[src/rtl/db_pkg.sv]
// Shared definitions for the double-buffer controller: default depth and read-grant source encoding.
package db_pkg;

    localparam int DB_DEPTH_DEFAULT = 64;

    typedef enum logic [1:0] {
        RD_NONE = 2'd0,
        RD_TX   = 2'd1,
        RD_RX   = 2'd2
    } rd_src_t;

endpackage

[src/rtl/db_ptr_counter.sv]
// Wrapping entry pointer with synchronous clear; wraps naturally at 2**ADDR_W.
module db_ptr_counter #(
    parameter int ADDR_W = 6
) (
    input  logic              clk,
    input  logic              rst,
    input  logic              clear,
    input  logic              inc,
    output logic [ADDR_W-1:0] ptr
);

    logic [ADDR_W-1:0] ptr_r;

    // Pointer register: clear wins over increment.
    always_ff @(posedge clk or posedge rst) begin
        if (rst) begin
            ptr_r <= '0;
        end else if (clear) begin
            ptr_r <= '0;
        end else if (inc) begin
            ptr_r <= ptr_r + ADDR_W'(1);
        end else begin
            ptr_r <= ptr_r;
        end
    end

    assign ptr = ptr_r;

endmodule

[src/rtl/db_buffer_controller.sv]
// Buffer controller: write/read arbitration, occupancy tracking and error flags.
// Define DB_STICKY_ERR_EN to make overrun_err/underrun_err latch until rst or flush.
module db_buffer_controller
    import db_pkg::*;
#(
    parameter int DEPTH  = DB_DEPTH_DEFAULT,
    parameter int ADDR_W = $clog2(DEPTH)
) (
    input  logic              clk,
    input  logic              rst,
    input  logic              flush,
    input  logic              store_data,
    input  logic              get_TX_packet_data,
    input  logic              get_RX_data,
    output logic [ADDR_W-1:0] w_sel,
    output logic [ADDR_W-1:0] r_sel,
    output logic              w_en,
    output logic              TX_packet_data_en,
    output logic              RX_data_en,
    output logic [ADDR_W:0]   buffer_occupancy,
    output logic              empty,
    output logic              full,
    output logic              overrun_err,
    output logic              underrun_err
);

    logic [ADDR_W-1:0] wptr_s;
    logic [ADDR_W-1:0] rptr_s;
    logic [ADDR_W:0]   occ_r;
    logic [ADDR_W:0]   occ_next_s;
    logic              empty_r;
    logic              full_r;
    logic              overrun_r;
    logic              underrun_r;
    rd_src_t           rd_src_s;
    logic              rd_s;
    logic              wr_s;
    logic              ovr_s;
    logic              und_s;

    db_ptr_counter #(.ADDR_W(ADDR_W)) u_wptr (
        .clk   (clk),
        .rst   (rst),
        .clear (flush),
        .inc   (wr_s),
        .ptr   (wptr_s)
    );

    db_ptr_counter #(.ADDR_W(ADDR_W)) u_rptr (
        .clk   (clk),
        .rst   (rst),
        .clear (flush),
        .inc   (rd_s),
        .ptr   (rptr_s)
    );

    // Grant decode, write acceptance, error detection and next occupancy.
    always_comb begin
        rd_src_s          = RD_NONE;
        TX_packet_data_en = 1'b0;
        RX_data_en        = 1'b0;
        if (!rst && !flush && !empty_r) begin
            if (get_TX_packet_data) begin
                rd_src_s = RD_TX;
            end else if (get_RX_data) begin
                rd_src_s = RD_RX;
            end else begin
                rd_src_s = RD_NONE;
            end
        end else begin
            rd_src_s = RD_NONE;
        end

        case (rd_src_s)
            RD_TX:   TX_packet_data_en = 1'b1;
            RD_RX:   RX_data_en        = 1'b1;
            default: begin
                TX_packet_data_en = 1'b0;
                RX_data_en        = 1'b0;
            end
        endcase

        rd_s = (rd_src_s != RD_NONE);
        // A full buffer still takes a write when a read frees a slot in the same cycle.
        wr_s = !rst && !flush && store_data && (!full_r || rd_s);
        w_en = wr_s;

        ovr_s = !flush && store_data && !wr_s;
        und_s = !flush && (get_TX_packet_data || get_RX_data) && empty_r;

        w_sel = wr_s ? wptr_s : '0;
        r_sel = rd_s ? rptr_s : '0;

        case ({wr_s, rd_s})
            2'b10:   occ_next_s = occ_r + (ADDR_W+1)'(1);
            2'b01:   occ_next_s = occ_r - (ADDR_W+1)'(1);
            default: occ_next_s = occ_r;
        endcase
    end

    // Occupancy, status flags and error flags.
    always_ff @(posedge clk or posedge rst) begin
        if (rst) begin
            occ_r      <= '0;
            empty_r    <= 1'b1;
            full_r     <= 1'b0;
            overrun_r  <= 1'b0;
            underrun_r <= 1'b0;
        end else if (flush) begin
            occ_r      <= '0;
            empty_r    <= 1'b1;
            full_r     <= 1'b0;
            overrun_r  <= 1'b0;
            underrun_r <= 1'b0;
        end else begin
            occ_r   <= occ_next_s;
            empty_r <= (occ_next_s == (ADDR_W+1)'(0));
            full_r  <= (occ_next_s == (ADDR_W+1)'(DEPTH));
`ifdef DB_STICKY_ERR_EN
            overrun_r  <= overrun_r | ovr_s;
            underrun_r <= underrun_r | und_s;
`else
            overrun_r  <= ovr_s;
            underrun_r <= und_s;
`endif
        end
    end

    assign buffer_occupancy = occ_r;
    assign empty            = empty_r;
    assign full             = full_r;
    assign overrun_err      = overrun_r;
    assign underrun_err     = underrun_r;

endmodule

[config.mk]
export PLATFORM = sky130hd
export DESIGN_NAME = db_buffer_controller
export DESIGN_NICKNAME = d
export VERILOG_FILES = /design/src/rtl/db_pkg.sv /design/src/rtl/db_ptr_counter.sv /design/src/rtl/db_buffer_controller.sv
export SDC_FILE = /design/constraint.sdc
export NUM_CORES = 1
export LEC_CHECK = 0
export BUFFER_PORTS_ARGS = -buffer_cell sky130_fd_sc_hd__buf_2
export CAP_MARGIN = 20
export CORE_ASPECT_RATIO = 0.7
export CORE_UTILIZATION = 49
export CTS_CLUSTER_DIAMETER = 150
export CTS_CLUSTER_SIZE = 14
export DETAILED_ROUTE_END_ITERATION = 6
export GPL_TIMING_DRIVEN = 0
export PLACE_DENSITY = 0.86
export SLEW_MARGIN = 20
export SYNTH_ARGS = -nofsm -noshare
export SYNTH_HDL_FRONTEND = slang
export SYNTH_SLANG_ARGS = --single-unit
[constraint.sdc]
create_clock -name clk -period 2.8 [get_ports clk]
set_clock_uncertainty 0.15 [all_clocks]
set_input_delay 0.56 -clock clk [delete_from_list [all_inputs] [get_ports clk]]
set_output_delay 0.56 -clock clk [all_outputs]
set_load 0.02 [all_outputs]
Word level (Yosys, flattened, before mapping):

Index checks and enable logic that the tools add are counted.

* add/sub/neg operators: 4
* equal/unequal tests: 5
* reduce and logical (&&, ||, !) cells: 19
* multiplexer cells: 17

Operators by type and width (number)
* two-way mux 6 bit: 6
* case mux 7 bit (2 select lines): 1
* adder 6 x 1 -> 6 bit, second input constant: 2
* logical AND 1 bit: 8
* adder 7 x 1 -> 7 bit, second input constant: 1
* equality test 7 bit, second input constant: 1
* zero test 7 bit: 1
* two-way mux 7 bit: 1
* subtractor 7 x 1 -> 7 bit, second input constant: 1
* two-way mux 1 bit: 6
* two-way mux 2 bit: 3
* nonzero test 2 bit: 3
* zero test 1 bit: 5
* equality test 2 x 1 -> 1 bit, second input constant: 2
* equality test 2 bit, second input constant: 2
* logical OR 1 bit: 2

* register bits: 23
* input port bits: 6
* output and inout bits: 26
* word-level logic and storage cells: 52

Depth between registers and ports, before layout:

* depth in word-level cells: 11
* depth in mapped cells: 14
* gate-level depth less buffers: 13

Modules after synthesis:

From an unflattened synthesis, not the netlist that was laid out.

* cell total of the unflattened synthesis: 168
* area total of the unflattened synthesis: 1595.3 um^2

Modules (own cells, without submodules)
* db_buffer_controller: area an instance 1039.7 um^2, cells each 114, seq. area each 276.5 um^2, times used 1
* db_ptr_counter: area an instance 277.8 um^2, cells each 27, seq. area each 150.1 um^2, times used 2

Worst setup path after synthesis:

No wires, ideal clock.

* path type: input to register
* from: in flush
* to: reg full_r, in the netlist full
* buffers on the path: 2
* setup time: 0.068 ns
* stages on the path: 14
* required time: 2.582 ns
* arrival time: 3.085 ns
* setup slack: -0.503 ns
* cells stage by stage: buf_6 nor4_4 o21a_2 inv_1 ha_1 buf_2 xor2_1 ha_1 and3b_1 a21oi_1 mux2_2 a31oi_1 nor2_1 and4bb_1

* cells in the longest elaborated chain, start to end: 11

Ends and longest elaborated chain
* from (decl): RTL line db_buffer_controller.sv:11 `input logic flush,`
* zero test 1 bit: RTL line db_buffer_controller.sv:62, db_buffer_controller.sv:85
* logical AND 1 bit: RTL line db_buffer_controller.sv:62, db_buffer_controller.sv:85
* logical AND 1 bit: RTL line db_buffer_controller.sv:62 `if (!rst && !flush && !empty_r) begin`
* two-way mux 2 bit: RTL line db_buffer_controller.sv:62
* nonzero test 2 bit: RTL line db_buffer_controller.sv:83 `rd_s = (rd_src_s != RD_NONE);`
* logical OR 1 bit: RTL line db_buffer_controller.sv:85 `wr_s = !rst && !flush && store_data && (!full_r || rd_s);`
* logical AND 1 bit: RTL line db_buffer_controller.sv:85
* equality test 2 x 1 -> 1 bit / equality test 2 bit (equally long branches): RTL line db_buffer_controller.sv:94 `case ({wr_s, rd_s})`
* case mux 7 bit (2 select lines): RTL line db_buffer_controller.sv:94
* equality test 7 bit: RTL line db_buffer_controller.sv:118 `full_r <= (occ_next_s == (ADDR_W+1)'(DEPTH));`
* two-way mux 1 bit *: RTL line db_buffer_controller.sv:109 `end else if (flush) begin`
* to (signal assigned): RTL line db_buffer_controller.sv:118
* to (decl): RTL line db_buffer_controller.sv:32 `logic full_r;`

Mark *: on every way between the ends. The rest lies on a longest branch, timed or not.
A chain may end at the register's enable or synchronous reset.

Final worst setup path:

* from: in rst
* to: reg full_r, in the netlist full

* cells in the longest elaborated chain, start to end: 11

Ends and longest elaborated chain
* from (decl): RTL line db_buffer_controller.sv:10 `input logic rst,`
* zero test 1 bit (no source line) *
* logical AND 1 bit *: RTL line db_buffer_controller.sv:62, db_buffer_controller.sv:85
* logical AND 1 bit: RTL line db_buffer_controller.sv:62
* two-way mux 2 bit: RTL line db_buffer_controller.sv:62
* nonzero test 2 bit: RTL line db_buffer_controller.sv:83
* logical OR 1 bit: RTL line db_buffer_controller.sv:85
* logical AND 1 bit: RTL line db_buffer_controller.sv:85
* equality test 2 x 1 -> 1 bit / equality test 2 bit (equally long branches): RTL line db_buffer_controller.sv:94
* case mux 7 bit (2 select lines) *: RTL line db_buffer_controller.sv:94
* equality test 7 bit *: RTL line db_buffer_controller.sv:118
* two-way mux 1 bit *: RTL line db_buffer_controller.sv:109

Marks and branches as above.

==> qor.csv <==
metric,value,unit
status,"finished, violations left",
failing checks,setup timing,
"slowest stage cell, crit path",nor4_4,
worst path buffer plus inverter count,3,
final wirelength,3820,µm
synth warn,0,
Startpoint Class,input pin,
grt ovf,0,
vias per cell,5.50,
post-route setup slack,-0.139,ns
peak supply drop,366,µV
DR vias,1392,
"non-filler cells, final",253,
Die Area,0.00329,mm²
critical-path cell list,"buf_8, nor4_4, o21a_2, inv_4, ha_4, buf_6, xor2_2, ha_4, a21oi_2, mux2i_1, xor2_1, o21a_1, nand3_1, and4bb_1",
HPWL after DPL,2430,µm
Post-CTS Hold Fix Bufs,0,
worst-skew pair later-pin latency,0.27,ns
WP data arrival,3.00,ns
Place WS,-0.614,ns
clock-pin slew on the worst setup and hold paths,0.08,ns
crit path max fanout,4,
# setup viols final,2,
Mapped Area,0.00150,mm²
number of DRC markers in iteration 0,63,
Final Instance Area,0.00193,mm²
Clock Tree Root,clkbuf_8,
filler instances,219,
Cells after Synth,169,
Multi-input gate area,905,µm²
Worst slew margin,39.7,%
Post-DRT Antenna Nets,0,
Residual DRC,0,
Fmax,0.340,GHz
ANT cells,0,
asr flop ratio synth,100,%
die width,68.2,µm
most frequent CP cell,ha_4,
CTS Buf Count,3,
number of synthesized flops with an enable pin,0,
CTS tree,done,
fin crit share,105,%
routed len/inst,15.1,µm
prevailing post-synth register cell,dfrtp_1,
"Distinct cells, synth",41,
nets,229,
worst hold slack,0.411,ns
Port Buffers,30,
PwrDens,437,mW/mm²
vias in the first global route,1360,
CTS Buffer Depth,2,
drt pass-1 iters,4,
DP Cell Count,235,
crit-path max cell delay,0.29,ns
Ports,32,
Critical Path RT,2.86,ns
Initial Utilization,52.4,%
unrepaired setup endpoints after global routing,true,
chip height,48.3,µm
Worst-Margin Slew,0.904,ns
initial antenna violation count,0,
Final Critical Period,2.94,ns
Top delay family on crit path,simple AND/OR/NAND/NOR gates,
P_leak,0.948,nW
maxcap violations,0,
Slew Limit Fails,0,
# H-tree levels,1,
Final Wtd Congestion,0.811,
core area,0.00286,mm²
share of post-route cells with drive strength above 1,34.6,%
Std-Cell Rows,16,
"Seq/Total Area, Yosys",38.4,%
DP Area,0.00172,mm²
Synthesized Nets,180,
Layout Utilization,67.4,%
average size of a mapped cell,8.88,µm²
first-pass GRT wire length,6280,µm
Hold Path Class,input pin to register,
crit end category,register,
largest net degree at the start of global routing,24,
Layout area overhead,28.4,%
Tot GR Track Use,25.6,%
"Hold Vio Cnt, Final",0,
Sink Count,23,
Yosys reg bits,23,
critical path type,input pin to register,
register area,577,µm²
per-stage QoR:
stage	total power, mW	setup TNS [ns]
2_1_floorplan	0.546	-0.753
3_3_place_gp	0.598	-2.11
3_5_place_dp	0.606	-2.41
4_1_cts	0.829	-0.183
5_1_grt	0.897	-0.700
6_report	0.843	-0.229
worst reg2reg max path, cell delays in order, from the launching register on:
cell and delay [ns]:
dfstp_2 0.41, nor4_4 0.24, o21a_2 0.20, inv_4 0.05, ha_4 0.16, buf_6 0.12
xor2_2 0.18, ha_4 0.19, a21oi_2 0.11, mux2i_1 0.23, xor2_1 0.23, o21a_1 0.21
nand3_1 0.10, and4bb_1 0.27
metal layers:
metal  wire length, µm  global-route usage [%]  part of all wire [%]
met1              1660                    34.9                    43
met2              1920                    40.4                    50
met3               216                    6.37                   5.7
met4                19                    6.25                  0.50
met5                 0                       0                     0
timing repair:
| action | CTS | global route |
|---|---|---|
| setup endpoints to repair | 4 | 6 |
| buffers inserted | 13 | 6 |
| gates resized for setup | 10 | 10 |
| pin swaps | 9 | 8 |
| hold endpoints to repair | 0 | 0 |
cells in the mapped netlist (all sizes together) (3+ instances only):
| library cell | n | area [µm²] |
|---|---|---|
| nor3b | 3 | 22.5 |
| dfrtp | 22 | 551 |
| xor2 | 10 | 87.6 |
| and2 | 13 | 83.8 |
| nand3 | 5 | 30.0 |
| mux2i | 3 | 30.0 |
| nand2 | 11 | 41.3 |
| o21ai | 6 | 30.0 |
| clkbuf | 3 | 11.3 |
| inv | 5 | 18.8 |
| o211ai | 3 | 22.5 |
| xnor2 | 4 | 35.0 |
| nor2 | 24 | 90.1 |
| nor2b | 4 | 25.0 |
| ha | 5 | 62.6 |
| nor3 | 4 | 20.0 |
| nand4 | 4 | 25.0 |
| a31oi | 3 | 18.8 |
| a21oi | 6 | 30.0 |
| buf | 8 | 52.6 |
kinds of logic after synthesis:
family	after synthesis	share of synthesized area, %
and+or+nand+nor	80	29.2
AOI/OAI and AO/OA	27	11.8
DFF	23	38.4
buffers and inverters	16	5.50
xor gates and xnor gates	14	8.17
adders and majority gates	5	4.17
muxes	4	2.75
report_power, final:
group | switching [mW] | leakage (nW) | internal [mW] | total (mW)
Clock | 0.106 | 0.0228 | 0.102 | 0.208
Sequential | 0.0293 | 0.314 | 0.357 | 0.386
Combinational | 0.141 | 0.612 | 0.109 | 0.249
Total | 0.276 | 0.948 | 0.567 | 0.843
final timing paths:
check,from,cells past startpoint,to,slack [ns]
worst min register to register,u_rptr.ptr[5]$_DFFE_PP0P_,2,u_rptr.ptr[5]$_DFFE_PP0P_,0.42
worst max register to register,empty$_DFF_PP1_,13,full$_DFF_PP0_,-0.10
max in group asynchronous,rst,3,buffer_occupancy[2]$_DFF_PP0_,1.47
worst max-delay path,rst,14,full$_DFF_PP0_,-0.14
worst min-delay path,store_data,2,overrun_err$_DFF_PP0_,0.41
min in group asynchronous,rst,3,buffer_occupancy[4]$_DFF_PP0_,0.47
layout make-up:
type	count	area share, %
tap	36	2.34
timing repair buffer	45	14.1
inverter	5	1.10
sequential	23	29.9
clock buffer	4	2.34
buffer	10	3.24
multi-input combinational	130	46.9
cell usage in the layout (no fill, tap or decap), types with 2 or more instances in the layout:
master    count
nand2_1      11
xnor2_1       3
nor2_2        3
a31o_2        2
dfrtp_1      22
a31oi_1       3
ha_4          2
nand2b_1      2
and2_1       12
a21oi_2       2
a21o_1        2
o21ai_0       4
a21oi_1       4
nand4_1       4
xor2_1        9
nor2_1       21
o211ai_1      3
and3_1        2
ha_1          3
nor3b_1       3
buf_2        34
buf_8         2
nand3_1       4
inv_1         4
clkbuf_1      3
or3_1         2
nor2b_1       4
nor3_1        4
clkbuf_8      3
buf_4        15
mux2i_1       3
state kept, by name, indices dropped and copies added, names as in the netlist:
name	cells
buffer_occupancy	7
u_rptr.ptr	6
u_wptr.ptr	6
empty	1
full	1
overrun_err	1
underrun_err	1
Note: power is estimated with default switching activity, not from simulation.
